==> config.mk <==
export PLATFORM = sky130hd
export DESIGN_NAME = mrv32_mem_arb
export DESIGN_NICKNAME = d
export VERILOG_FILES = /design/src/rtl/mrv32_pkg.sv /design/src/rtl/mrv32_req_slot.sv /design/src/rtl/mrv32_mem_arb.sv
export SDC_FILE = /design/constraint.sdc
export NUM_CORES = 1
export LEC_CHECK = 0
export BUFFER_PORTS_ARGS = -buffer_cell sky130_fd_sc_hd__buf_2
export CORE_AREA = 8 8 117 119
export DETAILED_ROUTE_END_ITERATION = 8
export DIE_AREA = 0 0 125 127
export MAX_ROUTING_LAYER = met4
export PLACE_DENSITY_LB_ADDON = 0.08
export SYNTH_ARGS = -nofsm -noshare
export SYNTH_HDL_FRONTEND = slang
export SYNTH_SLANG_ARGS = --single-unit
==> constraint.sdc <==
create_clock -name clk -period 6.76 [get_ports clk]
set_input_delay 1.014 -clock clk [delete_from_list [all_inputs] [get_ports clk]]
set_output_delay 1.014 -clock clk [all_outputs]
set_load 0.1 [all_outputs]
==> src/rtl/mrv32_pkg.sv <==
// Shared mrv32 definitions: bus widths, strobe constants and
// the owner/state enums used by the memory arbiter.
package mrv32_pkg;

  localparam int ADDR_WIDTH = 32;
  localparam int XLEN       = 32;

  localparam logic [3:0] WSTRB_NONE = 4'b0000;

  typedef enum logic {
    OWN_FETCH = 1'b0,
    OWN_DATA  = 1'b1
  } owner_t;

  typedef enum logic {
    ARB_IDLE    = 1'b0,
    ARB_RD_WAIT = 1'b1
  } arb_state_t;

  function automatic owner_t other_owner(owner_t o);
    return (o == OWN_FETCH) ? OWN_DATA : OWN_FETCH;
  endfunction

endpackage

==> src/rtl/mrv32_req_slot.sv <==
// One-deep pending request register; a load in the same cycle
// as a clear wins, so an issued slot can be refilled at once.
module mrv32_req_slot #(
  parameter int ADDR_WIDTH = 32
) (
  input  logic                  clk,
  input  logic                  rst,
  input  logic                  i_load,
  input  logic                  i_clear,
  input  logic [ADDR_WIDTH-1:0] i_addr,
  input  logic [31:0]           i_wdata,
  input  logic [3:0]            i_wstrb,
  output logic                  o_full,
  output logic [ADDR_WIDTH-1:0] o_addr,
  output logic [31:0]           o_wdata,
  output logic [3:0]            o_wstrb
);

  logic                  r_full;
  logic [ADDR_WIDTH-1:0] r_addr;
  logic [31:0]           r_wdata;
  logic [3:0]            r_wstrb;

  always_ff @(posedge clk or posedge rst) begin
    if (rst) begin
      r_full  <= 1'b0;
      r_addr  <= '0;
      r_wdata <= '0;
      r_wstrb <= '0;
    end else if (i_load) begin
      r_full  <= 1'b1;
      r_addr  <= i_addr;
      r_wdata <= i_wdata;
      r_wstrb <= i_wstrb;
    end else if (i_clear) begin
      r_full  <= 1'b0;
      r_addr  <= '0;
      r_wdata <= '0;
      r_wstrb <= '0;
    end
  end

  assign o_full  = r_full;
  assign o_addr  = r_addr;
  assign o_wdata = r_wdata;
  assign o_wstrb = r_wstrb;

endmodule

==> src/rtl/mrv32_mem_arb.sv <==
// Fetch/LSU arbiter for the shared mrv32 memory bus: buffers one
// request per port, issues one at a time, routes read responses.
module mrv32_mem_arb #(
  parameter int ADDR_WIDTH = mrv32_pkg::ADDR_WIDTH,
  parameter int DATA_PRIO  = 0
) (
  input  logic                  clk,
  input  logic                  rst,
  input  logic                  f_valid,
  input  logic [ADDR_WIDTH-1:0] f_addr,
  output logic [31:0]           f_rdata,
  output logic                  f_rvalid,
  input  logic                  d_valid,
  input  logic [ADDR_WIDTH-1:0] d_addr,
  input  logic [31:0]           d_wdata,
  input  logic [3:0]            d_wstrb,
  output logic [31:0]           d_rdata,
  output logic                  d_rvalid,
  output logic                  m_valid,
  output logic [ADDR_WIDTH-1:0] m_addr,
  output logic [31:0]           m_wdata,
  output logic [3:0]            m_wstrb,
  input  logic [31:0]           m_rdata,
  input  logic                  m_rvalid,
  output logic                  busy,
  output logic                  err
);

  import mrv32_pkg::*;

  localparam logic P_DPRIO = (DATA_PRIO != 0);

  arb_state_t r_state;
  arb_state_t w_state_nxt;
  owner_t     r_owner;
  owner_t     r_rr;
  logic       r_err;

  logic                  w_f_full;
  logic [ADDR_WIDTH-1:0] w_f_addr;
  logic [31:0]           w_f_wdata;
  logic [3:0]            w_f_wstrb;
  logic                  w_d_full;
  logic [ADDR_WIDTH-1:0] w_d_addr;
  logic [31:0]           w_d_wdata;
  logic [3:0]            w_d_wstrb;

  logic w_idle;
  logic w_issue;
  logic w_grant_d;
  logic w_iss_f;
  logic w_iss_d;
  logic w_iss_rd;
  logic w_contest;
  logic w_f_load;
  logic w_d_load;
  logic w_ovf;
  logic w_spur;

  assign w_idle    = (r_state == ARB_IDLE);
  assign w_issue   = w_idle & (w_f_full | w_d_full);
  assign w_contest = w_issue & w_f_full & w_d_full;

  // Contested grant goes to data under strict priority or rr=DATA
  assign w_grant_d = w_d_full &
                     (~w_f_full | P_DPRIO | (r_rr == OWN_DATA));

  assign w_iss_d  = w_issue & w_grant_d;
  assign w_iss_f  = w_issue & ~w_grant_d;
  assign w_iss_rd = w_iss_f |
                    (w_iss_d & (w_d_wstrb == WSTRB_NONE));

  assign w_f_load = f_valid & (~w_f_full | w_iss_f);
  assign w_d_load = d_valid & (~w_d_full | w_iss_d);

  assign w_ovf  = (f_valid & w_f_full & ~w_iss_f) |
                  (d_valid & w_d_full & ~w_iss_d);
  assign w_spur = m_rvalid & w_idle;

  mrv32_req_slot #(.ADDR_WIDTH(ADDR_WIDTH)) u_f_slot (
    .clk     (clk),
    .rst     (rst),
    .i_load  (w_f_load),
    .i_clear (w_iss_f),
    .i_addr  (f_addr),
    .i_wdata (32'h0),
    .i_wstrb (WSTRB_NONE),
    .o_full  (w_f_full),
    .o_addr  (w_f_addr),
    .o_wdata (w_f_wdata),
    .o_wstrb (w_f_wstrb)
  );

  mrv32_req_slot #(.ADDR_WIDTH(ADDR_WIDTH)) u_d_slot (
    .clk     (clk),
    .rst     (rst),
    .i_load  (w_d_load),
    .i_clear (w_iss_d),
    .i_addr  (d_addr),
    .i_wdata (d_wdata),
    .i_wstrb (d_wstrb),
    .o_full  (w_d_full),
    .o_addr  (w_d_addr),
    .o_wdata (w_d_wdata),
    .o_wstrb (w_d_wstrb)
  );

  always_ff @(posedge clk or posedge rst) begin
    if (rst) begin
      r_state <= ARB_IDLE;
    end else begin
      r_state <= w_state_nxt;
    end
  end

  always_comb begin
    w_state_nxt = r_state;
    unique case (r_state)
      ARB_IDLE: begin
        if (w_issue && w_iss_rd) begin
          w_state_nxt = ARB_RD_WAIT;
        end
      end
      ARB_RD_WAIT: begin
        if (m_rvalid) begin
          w_state_nxt = ARB_IDLE;
        end
      end
      default: w_state_nxt = ARB_IDLE;
    endcase
  end

  always_comb begin
    m_valid  = 1'b0;
    m_addr   = '0;
    m_wdata  = '0;
    m_wstrb  = '0;
    f_rvalid = 1'b0;
    f_rdata  = '0;
    d_rvalid = 1'b0;
    d_rdata  = '0;
    busy     = 1'b0;
    unique case (r_state)
      ARB_IDLE: begin
        if (w_iss_d) begin
          m_valid = 1'b1;
          m_addr  = w_d_addr;
          m_wdata = w_d_wdata;
          m_wstrb = w_d_wstrb;
        end else if (w_iss_f) begin
          m_valid = 1'b1;
          m_addr  = w_f_addr;
          m_wdata = w_f_wdata;
          m_wstrb = w_f_wstrb;
        end
      end
      ARB_RD_WAIT: begin
        busy = 1'b1;
        if (m_rvalid && r_owner == OWN_FETCH) begin
          f_rvalid = 1'b1;
          f_rdata  = m_rdata;
        end else if (m_rvalid) begin
          d_rvalid = 1'b1;
          d_rdata  = m_rdata;
        end
      end
      default: ;
    endcase
  end

  always_ff @(posedge clk or posedge rst) begin
    if (rst) begin
      r_owner <= OWN_FETCH;
    end else if (w_issue && w_iss_rd) begin
      r_owner <= w_iss_d ? OWN_DATA : OWN_FETCH;
    end
  end

  // rr moves only when both ports were competing
  always_ff @(posedge clk or posedge rst) begin
    if (rst) begin
      r_rr <= OWN_DATA;
    end else if (w_contest && !P_DPRIO) begin
      r_rr <= other_owner(r_rr);
    end
  end

  always_ff @(posedge clk or posedge rst) begin
    if (rst) begin
      r_err <= 1'b0;
    end else if (w_ovf || w_spur) begin
      r_err <= 1'b1;
    end
  end

  assign err = r_err;

endmodule

==> reports/results.tsv, run 1 <==
stage	metric	value	unit
synthesis	ys_types	29	
sta	timing.final.crit_share	0.560	
critical_path	crit_type	register to output pin	
synthesis	synth_area_per_cell	9.52	sq um
synthesis	yosysSeqAreaShare	0.450	
hold_path	worstHoldEndpoint	u_d_slot.o_wdata[23]	
clocking	cts_resized	0	
sta	setup_tns	0	ps
clocking	clkSlewWorstSetupHoldPaths	80	ps
floorplanning	dieArea	15900	sq um
final_layout	nets	1002	
synthesis	synthCells	619	
placement	io_buffers	273	
sta	worstMarginPinSlew	870	ps
clocking	cts_num_sinks	106	
hold_path	hold_path_class	register to register	
sta	maxSlewHeadroom	0.420	
final_layout	final_cell_mix	273 x buf_2, 105 x dfrtp_1, 104 x inv_1, 101 x and2_1, 100 x mux2i_1	
final_layout	synthToLayoutAreaGrowth	28.8	%
floorplanning	die_x	125	um
synthesis	synth_nets	756	
final_layout	drive_gt1_frac	0.355	
sta	hold_viol	0	
drt	dr_total_vias	5185	
critical_path	start_kind	register	
sta	period_needed	3780	ps
synthesis	ys_seq_elements	106	
critical_path	timing.rr.start	u_f_slot.o_full	
floorplanning	fp.coreArea	11800	sq um
drt	vias_per_cell	5.10	
grt	grt_max_degree	71	
clocking	clock_path_buffers	2	
run	max_cap_viol_count	0	
final_layout	final_util	0.643	
clocking	cts_setup_buffers	0	
grt	grt_pass1_vias	5539	
clocking	cts_max_level	3	
critical_path	r2r_end	u_d_slot.o_addr[3]	
drt	drcViolationCount	0	
floorplanning	die_h	127	um
synthesis	ys_warn_count	0	
drt	wl	18400	um
sta	finalMaxSlewViolations	0	
critical_path	end_kind	output pin	
drt	avgRoutedWirePerCell	18.1	um
clocking	clockRootBuffer	clkbuf_16	
sta	setup_viol	0	
critical_path	critPathMaxFanout	48	
sta	max_freq	264	MHz
critical_path	r2r_cells	5	
placement	place.gp.congestion	0.822	
clocking	clock_latency	350	ps
floorplanning	rows	40	
critical_path	r2r_setup_slack	3940	ps
drt	antenna_left	0	
drt	dr.pass1.iters	4	
grt	antenna_found_initial	0	
clocking	cts_buffers	9	
clocking	cts-hold-fix-buffers	0	
synthesis	netlist_area	5890	sq um
clocking	cts_tree	built	
floorplanning	ios	274	
critical_path	arrival	2770	ps
sta	grt_setup_unrepaired	false	
critical_path	worstPathRequired	5750	ps
final_layout	antenna_cells	0	
grt	overflow	0	
hold_path	hp-start	u_d_slot.o_wdata[23]	
placement	dpl.hpwl	13400	um
hold_path	min_path_cells	2	
grt	grt_pass1_wl	29300	um
final_layout	final_common_cell	buf_2	
run_status	status	completed	
drt	drt_iter0_markers	371	
grt	grt_usage	0.231	
floorplanning	initial_utilization	0.499	
sta	skew	13.7	ps
layout make-up:
cell class / instances / area (sq um)
timing repair buffer: 284 / 1450
clock inverter: 5 / 46.3
fill: 1018 / 4220
multi-input combinational: 359 / 2620
sequential: 106 / 2650
inverter: 105 / 397
clock buffer: 11 / 243
tap: 147 / 184
registers in the layout, summed over array words and instances, names as in the netlist:
signal,cells
r_rr,1
err,1
u_f_slot.o_full,1
u_d_slot.o_full,1
u_d_slot.o_wstrb,4
u_f_slot.o_addr,32
u_d_slot.o_addr,32
r_owner,1
r_state,1
u_d_slot.o_wdata,32
cell usage after synthesis (all sizes together):
cell | count | area (sq um)
o21bai | 1 | 7.51
and2 | 101 | 632
buf | 20 | 144
xor2 | 1 | 8.76
dfrtp | 105 | 2630
a22o | 32 | 280
nand2 | 3 | 11.3
or2 | 1 | 6.26
nor2 | 4 | 17.5
nor2b | 1 | 6.26
mux2i | 100 | 1000
dfstp | 1 | 26.3
a32o | 1 | 10.0
nor4 | 1 | 6.26
a21oi | 2 | 10.0
o21ba | 1 | 10.0
o211ai | 3 | 22.5
inv | 105 | 394
nand2b | 3 | 18.8
and3 | 1 | 6.26
a2bb2oi | 1 | 26.3
clkbuf | 29 | 111
o21ai | 102 | 510
kinds of logic (layout without fill, tap and decap cells):
| group | Yosys count | in the layout | share of synthesized area |
|---|---|---|---|
| buf+inv | 154 | 405 | 0.110 |
| compound gates | 143 | 143 | 0.149 |
| simple gates | 115 | 115 | 0.120 |
| flops | 106 | 106 | 0.450 |
| mux | 100 | 100 | 0.170 |
| xor+xnor | 1 | 1 | 0.00149 |
worst max-delay path: stages (launching register included):
cell	delay [ps]
dfrtp_1	500
nand2b_2	260
nor2_4	430
buf_4	510
a22o_1	260
buf_2	440
per-layer routing:
metal	global-route usage	part of all wire	up-vias
li1	-	-	2501
met1	0.283	0.43	2481
met2	0.386	0.50	184
met3	0.0458	0.055	19
met4	0.0580	0.016	0
met5	-	0	-
how the worst max path moves through the flow:
stage,start,end,slack (ps),cells after the start
after floorplan,r_state,f_rdata[22],2430,5
after global placement,m_rvalid,d_rdata[27],3310,4
after detailed placement,m_rvalid,d_rdata[27],3200,4
after CTS,r_state,m_addr[8],2940,5
after global routing,r_state,m_addr[8],2790,5
final,r_state,m_addr[8],2980,5
stage by stage:
stage	setup slack (ps)	hold WS (ps)	instance area, sq um	std cells
final	2980	544	7590	1017
after floorplan	2430	509	5890	619
after global routing	2790	571	7590	1017
after global placement	3310	519	7300	1001
after CTS	2940	546	7590	1017
after detailed placement	3200	534	7300	1001
Power of run 1 is not shown: default switching activity piles up to over one toggle a cycle in this logic, so the estimate is an artifact.
==> inputs of run 2 (changes only) <==
- ABC_AREA: default -> 1
- CORE_AREA: 8 8 117 119 -> 8 8 120 122
- DIE_AREA: 0 0 125 127 -> 0 0 128 130
- clock period: 6.76 -> 3.8 ns (I/O delays scaled with it)
==> reports/results.tsv, run 2 <==
stage	metric	value	unit
floorplanning	dieArea	16600	sq um
sta	whs	375	ps
placement	dpl.hpwl	13900	um
placement	io_buffers	273	
synthesis	synth_top_family_by_area	simple AND/OR/NAND/NOR gates	
sta	maxSlewHeadroom	0.318	
pwr	total_power	8780	uW
synthesis	synth_edf_count	0	
sta	setup_viol	0	
pwr	p_leak	0.00456	uW
clocking	cts_setup_buffers	0	
synthesis	ys_seq_elements	106	
critical_path	critPathMaxFanout	30	
critical_path	r2r_cells	6	
clocking	clock_latency	360	ps
clocking	clock_path_buffers	2	
run_status	status	completed	
critical_path	start_kind	register	
clocking	cts_max_level	3	
drt	wl	19600	um
drt	dr_total_vias	6016	
final_layout	multi_input_area	2510	sq um
drt	avgRoutedWirePerCell	16.5	um
synthesis	yosys.area.top_type	dfrtp_1	
sta	finalMaxSlewViolations	0	
drt	vias_per_cell	5.09	
floorplanning	ios	274	
synthesis	netlist_area	5790	sq um
placement	post_dp_cell_area	7620	sq um
final_layout	synthToLayoutAreaGrowth	37.1	%
placement	place.gp.congestion	0.989	
sta	period_needed	2830	ps
critical_path	crit_type	register to output pin	
sta	skew	10.2	ps
critical_path	arrival	2260	ps
clocking	cts-hold-fix-buffers	0	
drt	drt_iter0_markers	595	
grt	overflow	0	
final_layout	final_area	7940	sq um
synthesis	ys_types	20	
synthesis	synth_xor_area_frac	0.00151	
synthesis	synth_area_per_cell	7.43	sq um
synthesis	synth.most_common_cell	nand2_1	
pwr	irDropWorstVdd	0.000817	V
synthesis	yosysSeqAreaShare	0.458	
final_layout	nets	1143	
synthesis	synth_top_area_frac	0.454	
sta	setup_tns	0	ps
synthesis	ys_warn_count	0	
final_layout	drive_gt1_frac	0.308	
grt	grt_pass1_vias	5706	
critical_path	worstPathRequired	3230	ps
sta	hold_viol	0	
final_layout	final_cell_mix	241 x buf_2, 208 x nand2_1, 106 x nand3_1, 104 x dfrtp_1, 102 x nor2_1	
sta	timing.final.crit_share	0.746	
synthesis	muxShareOfSynthArea	0	
synthesis	synth_nets	916	
synthesis	synth.area.top_cells	dfrtp_1 45%, nand2_1 13%, o211ai_1 13%	
clocking	cts_buffers	9	
drt	antenna_left	0	
clocking	clockRootBuffer	clkbuf_16	
final_layout	fillers	1122	
critical_path	end_kind	output pin	
sta	max_freq	353	MHz
grt	grt_max_degree	72	
run	max_cap_viol_count	0	
final_layout	antenna_cells	0	
synthesis	synth_fa_ha_area_frac	0	
grt	antenna_found_initial	0	
floorplanning	initial_utilization	0.466	
pwr	power_density	1110	nW/um^2
final_layout	final_common_cell	buf_2	
sta	worstMarginPinSlew	1020	ps
hold_path	hold_path_class	primary input to async pin	
floorplanning	fp.coreArea	12400	sq um
clocking	cts_num_sinks	106	
final_layout	ff_latch_area	2660	sq um
floorplanning	die_x	128	um
sta	fin_ws	965	ps
synthesis	synthCells	779	
clocking	cts_tree	built	
clocking	clkSlewWorstSetupHoldPaths	70	ps
synthesis	yosys.area_share.simple	0.299	
synthesis	synth-compound-area-share	0.131	
drt	dr.pass1.iters	5	
drt	drcViolationCount	0	
sta	grt_setup_unrepaired	false	
clocking	cts_resized	0	
synthesis	async_flop_share	1.00	
placement	pre_cts_ws	1110	ps
synthesis	synth.top_cells.by_count	208 x nand2_1, 106 x nand3_1, 105 x dfrtp_1, 102 x nor2_1, 100 x o211ai_1	
floorplanning	die_h	130	um
grt	grt_usage	0.233	
grt	grt_pass1_wl	30400	um
synthesis	ys.flop_type	dfrtp_1	
floorplanning	rows	41	
-- run 2: layer usage --
layer / vias up / GRT usage / share of wire
li1: 2970 / - / -
met1: 2770 / 0.316 / 0.44
met2: 251 / 0.346 / 0.46
met3: 25 / 0.0510 / 0.076
met4: 0 / 0.0643 / 0.017
met5: - / - / 0
-- run 2: metrics by stage --
step | util | instances
final | 0.639 | 1183
after global routing | 0.639 | 1183
after CTS | 0.639 | 1183
after detailed placement | 0.614 | 1167
after global placement | 0.614 | 1167
after floorplan | - | 779
-- run 2: layout make-up --
| cell class | count | area share |
|---|---|---|
| Clock buffer | 10 | 0.0301 |
| Timing Repair Buffer | 286 | 0.245 |
| Sequential cell | 106 | 0.334 |
| Inverter | 80 | 0.0381 |
| Clock inverter | 6 | 0.00946 |
| Tap cell | 172 | 0.0271 |
| Multi-Input combinational cell | 523 | 0.316 |
-- run 2: kinds of logic after synthesis --
group | count (synthesis)
XOR/XNOR | 1
AND/OR/NAND/NOR | 420
AO/OA/AOI/OAI | 102
flip-flops | 106
buffers and inverters | 150
-- run 2: worst max-delay path: stages (launching register included) --
cell	delay (ps)
dfstp_2	530
inv_1	50
nand2_1	100
nand2_4	200
inv_1	250
buf_4	320
nand2_1	100
nand2_1	150
buf_12	190
-- run 2: report_power, final --
part | switching [uW] | internal (uW)
sequential | 261 | 1590
clock | 439 | 537
combinational | 4510 | 1440
-- run 2: path summary, 6_finish.rpt --
kind,end,slack [ps],from
max in group asynchronous,u_d_slot.o_addr[31],2600,rst
min in group clk,u_d_slot.o_wdata[30],440,d_wdata[30]
worst min register to register,err,500,err
worst max-delay path,m_addr[17],970,r_rr
worst min-delay path,u_d_slot.o_wdata[12],380,rst
worst max register to register,u_f_slot.o_addr[14],1510,u_f_slot.o_full
Note: power is estimated with default switching activity, not from simulation.
==> inputs of run 3 (changes only) <==
- CORE_AREA: 8 8 120 122 -> 8 8 126 128
- DIE_AREA: 0 0 128 130 -> 0 0 134 136
- clock period: 3.8 -> 2.49 ns (I/O delays scaled with it)
==> reports/results.tsv, run 3 (synthesis gave the netlist of run 2 again) <==
stage	metric	value	unit
final_layout	synthToLayoutAreaGrowth	62.8	%
critical_path	arrival	2030	ps
floorplanning	rows	44	
grt	grt_usage	0.242	
sta	timing.final.crit_share	0.965	
placement	dpl.hpwl	16200	um
floorplanning	die_x	134	um
final_layout	final_area	9430	sq um
final_layout	final_cell_mix	208 x nand2_1, 150 x buf_2, 105 x nand3_1, 103 x dfrtp_1, 102 x buf_12	
critical_path	r2r_end	u_d_slot.o_addr[29]	
clocking	cts_tree	built	
grt	antenna_found_initial	5	
critical_path	crit_type	register to output pin	
pwr	p_leak	0.00481	uW
grt	grt_pass1_vias	5890	
drt	drcViolationCount	0	
drt	vias_per_cell	5.13	
clocking	clock_path_buffers	2	
placement	post_dp_cell_area	9060	sq um
grt	grt_pass1_wl	34100	um
clocking	cts_max_level	3	
drt	drt_iter0_markers	556	
sta	skew	13.0	ps
critical_path	critPathMaxFanout	29	
critical_path	crit_start	r_rr	
final_layout	drive_gt1_frac	0.367	
sta	worstMarginPinSlew	758	ps
pwr	power_density	1510	nW/um^2
final_layout	nets	1156	
floorplanning	ios	274	
clocking	clockRootBuffer	clkbuf_16	
floorplanning	die_h	136	um
run_status	status	completed	
critical_path	r2r_setup_slack	540	ps
critical_path	timing.rr.start	u_d_slot.o_full	
placement	place.gp.congestion	0.873	
floorplanning	dieArea	18200	sq um
final_layout	final_common_cell	nand2_1	
drt	antenna_left	0	
critical_path	worstPathRequired	2120	ps
clocking	cts_setup_buffers	0	
clocking	clkSlewWorstSetupHoldPaths	80	ps
sta	period_needed	2400	ps
pwr	irDropWorstVdd	0.00110	V
final_layout	final_cells	1213	
floorplanning	initial_utilization	0.412	
drt	dr_total_vias	6217	
sta	max_freq	416	MHz
critical_path	start_kind	register	
drt	avgRoutedWirePerCell	17.9	um
grt	overflow	0	
clocking	cts_buffers	9	
clocking	clock_latency	350	ps
drt	dr.pass1.iters	5	
sta	finalMaxSlewViolations	0	
clocking	cts_num_sinks	106	
floorplanning	fp.coreArea	14000	sq um
critical_path	r2r_cells	5	
drt	wl	21700	um
critical_path	end_kind	output pin	
hold_path	hold_path_class	primary input to async pin	
placement	io_buffers	273	
sta	hold_viol	0	
run	max_cap_viol_count	0	
grt	grt_max_degree	72	
sta	setup_viol	0	
placement	placed_cells	1192	
sta	maxSlewHeadroom	0.494	
sta	setup_tns	0	ps
run 3: stage by stage:
stage          hold WS, ps  worst slack [ps]  power, uW  utilization
2_1_floorplan          483              -388       9860            -
3_3_place_gp           470               389      12800        0.645
6_report               107              86.1      14300        0.672
3_5_place_dp           475               344      12900        0.645
5_1_grt                149             -4.73      15000        0.672
4_1_cts                118              5.86      14300        0.667
run 3: layer usage:
layer,global-route usage,share of wire
met1,0.317,0.43
met2,0.376,0.49
met3,0.0462,0.067
met4,0.0711,0.013
met5,-,0
run 3: final cells by class:
cell class / count / area [sq um]
diodes: 5 / 12.5
clock buffers: 10 / 239
clock inverters: 6 / 47.5
fillers: 1176 / 4610
inverters: 80 / 304
multi-input cells: 523 / 2790
flip-flops and latches: 106 / 2660
well taps: 184 / 230
repair buffers: 299 / 3150
run 3: worst max-delay path by stage:
| stage | slack (ps) | endpoint |
|---|---|---|
| 6_report | 90 | m_wdata[11] |
| 5_1_grt | -5 | m_addr[7] |
| 4_1_cts | 6 | m_wdata[1] |
| 3_5_place_dp | 340 | m_wdata[0] |
| 3_3_place_gp | 390 | m_wdata[0] |
| 2_1_floorplan | -390 | m_wdata[10] |
run 3: report_power, final:
group          total [uW]  internal [uW]  switching, uW
Combinational       10000           2870           7150
Clock                1400            720            678
Sequential           2860           2430            429
run 3: critical path: stages (launching register included):
cell,delay [ps]
dfstp_2,530
inv_1,50
nand2_1,100
nand2_4,180
buf_4,310
nor2_1,140
clkbuf_4,340
run 3: timing repair:
| item | CTS | global route |
|---|---|---|
| resized for setup | 9 | 17 |
| setup endpoints to repair | 9 | 47 |
| hold buffers | 0 | 0 |
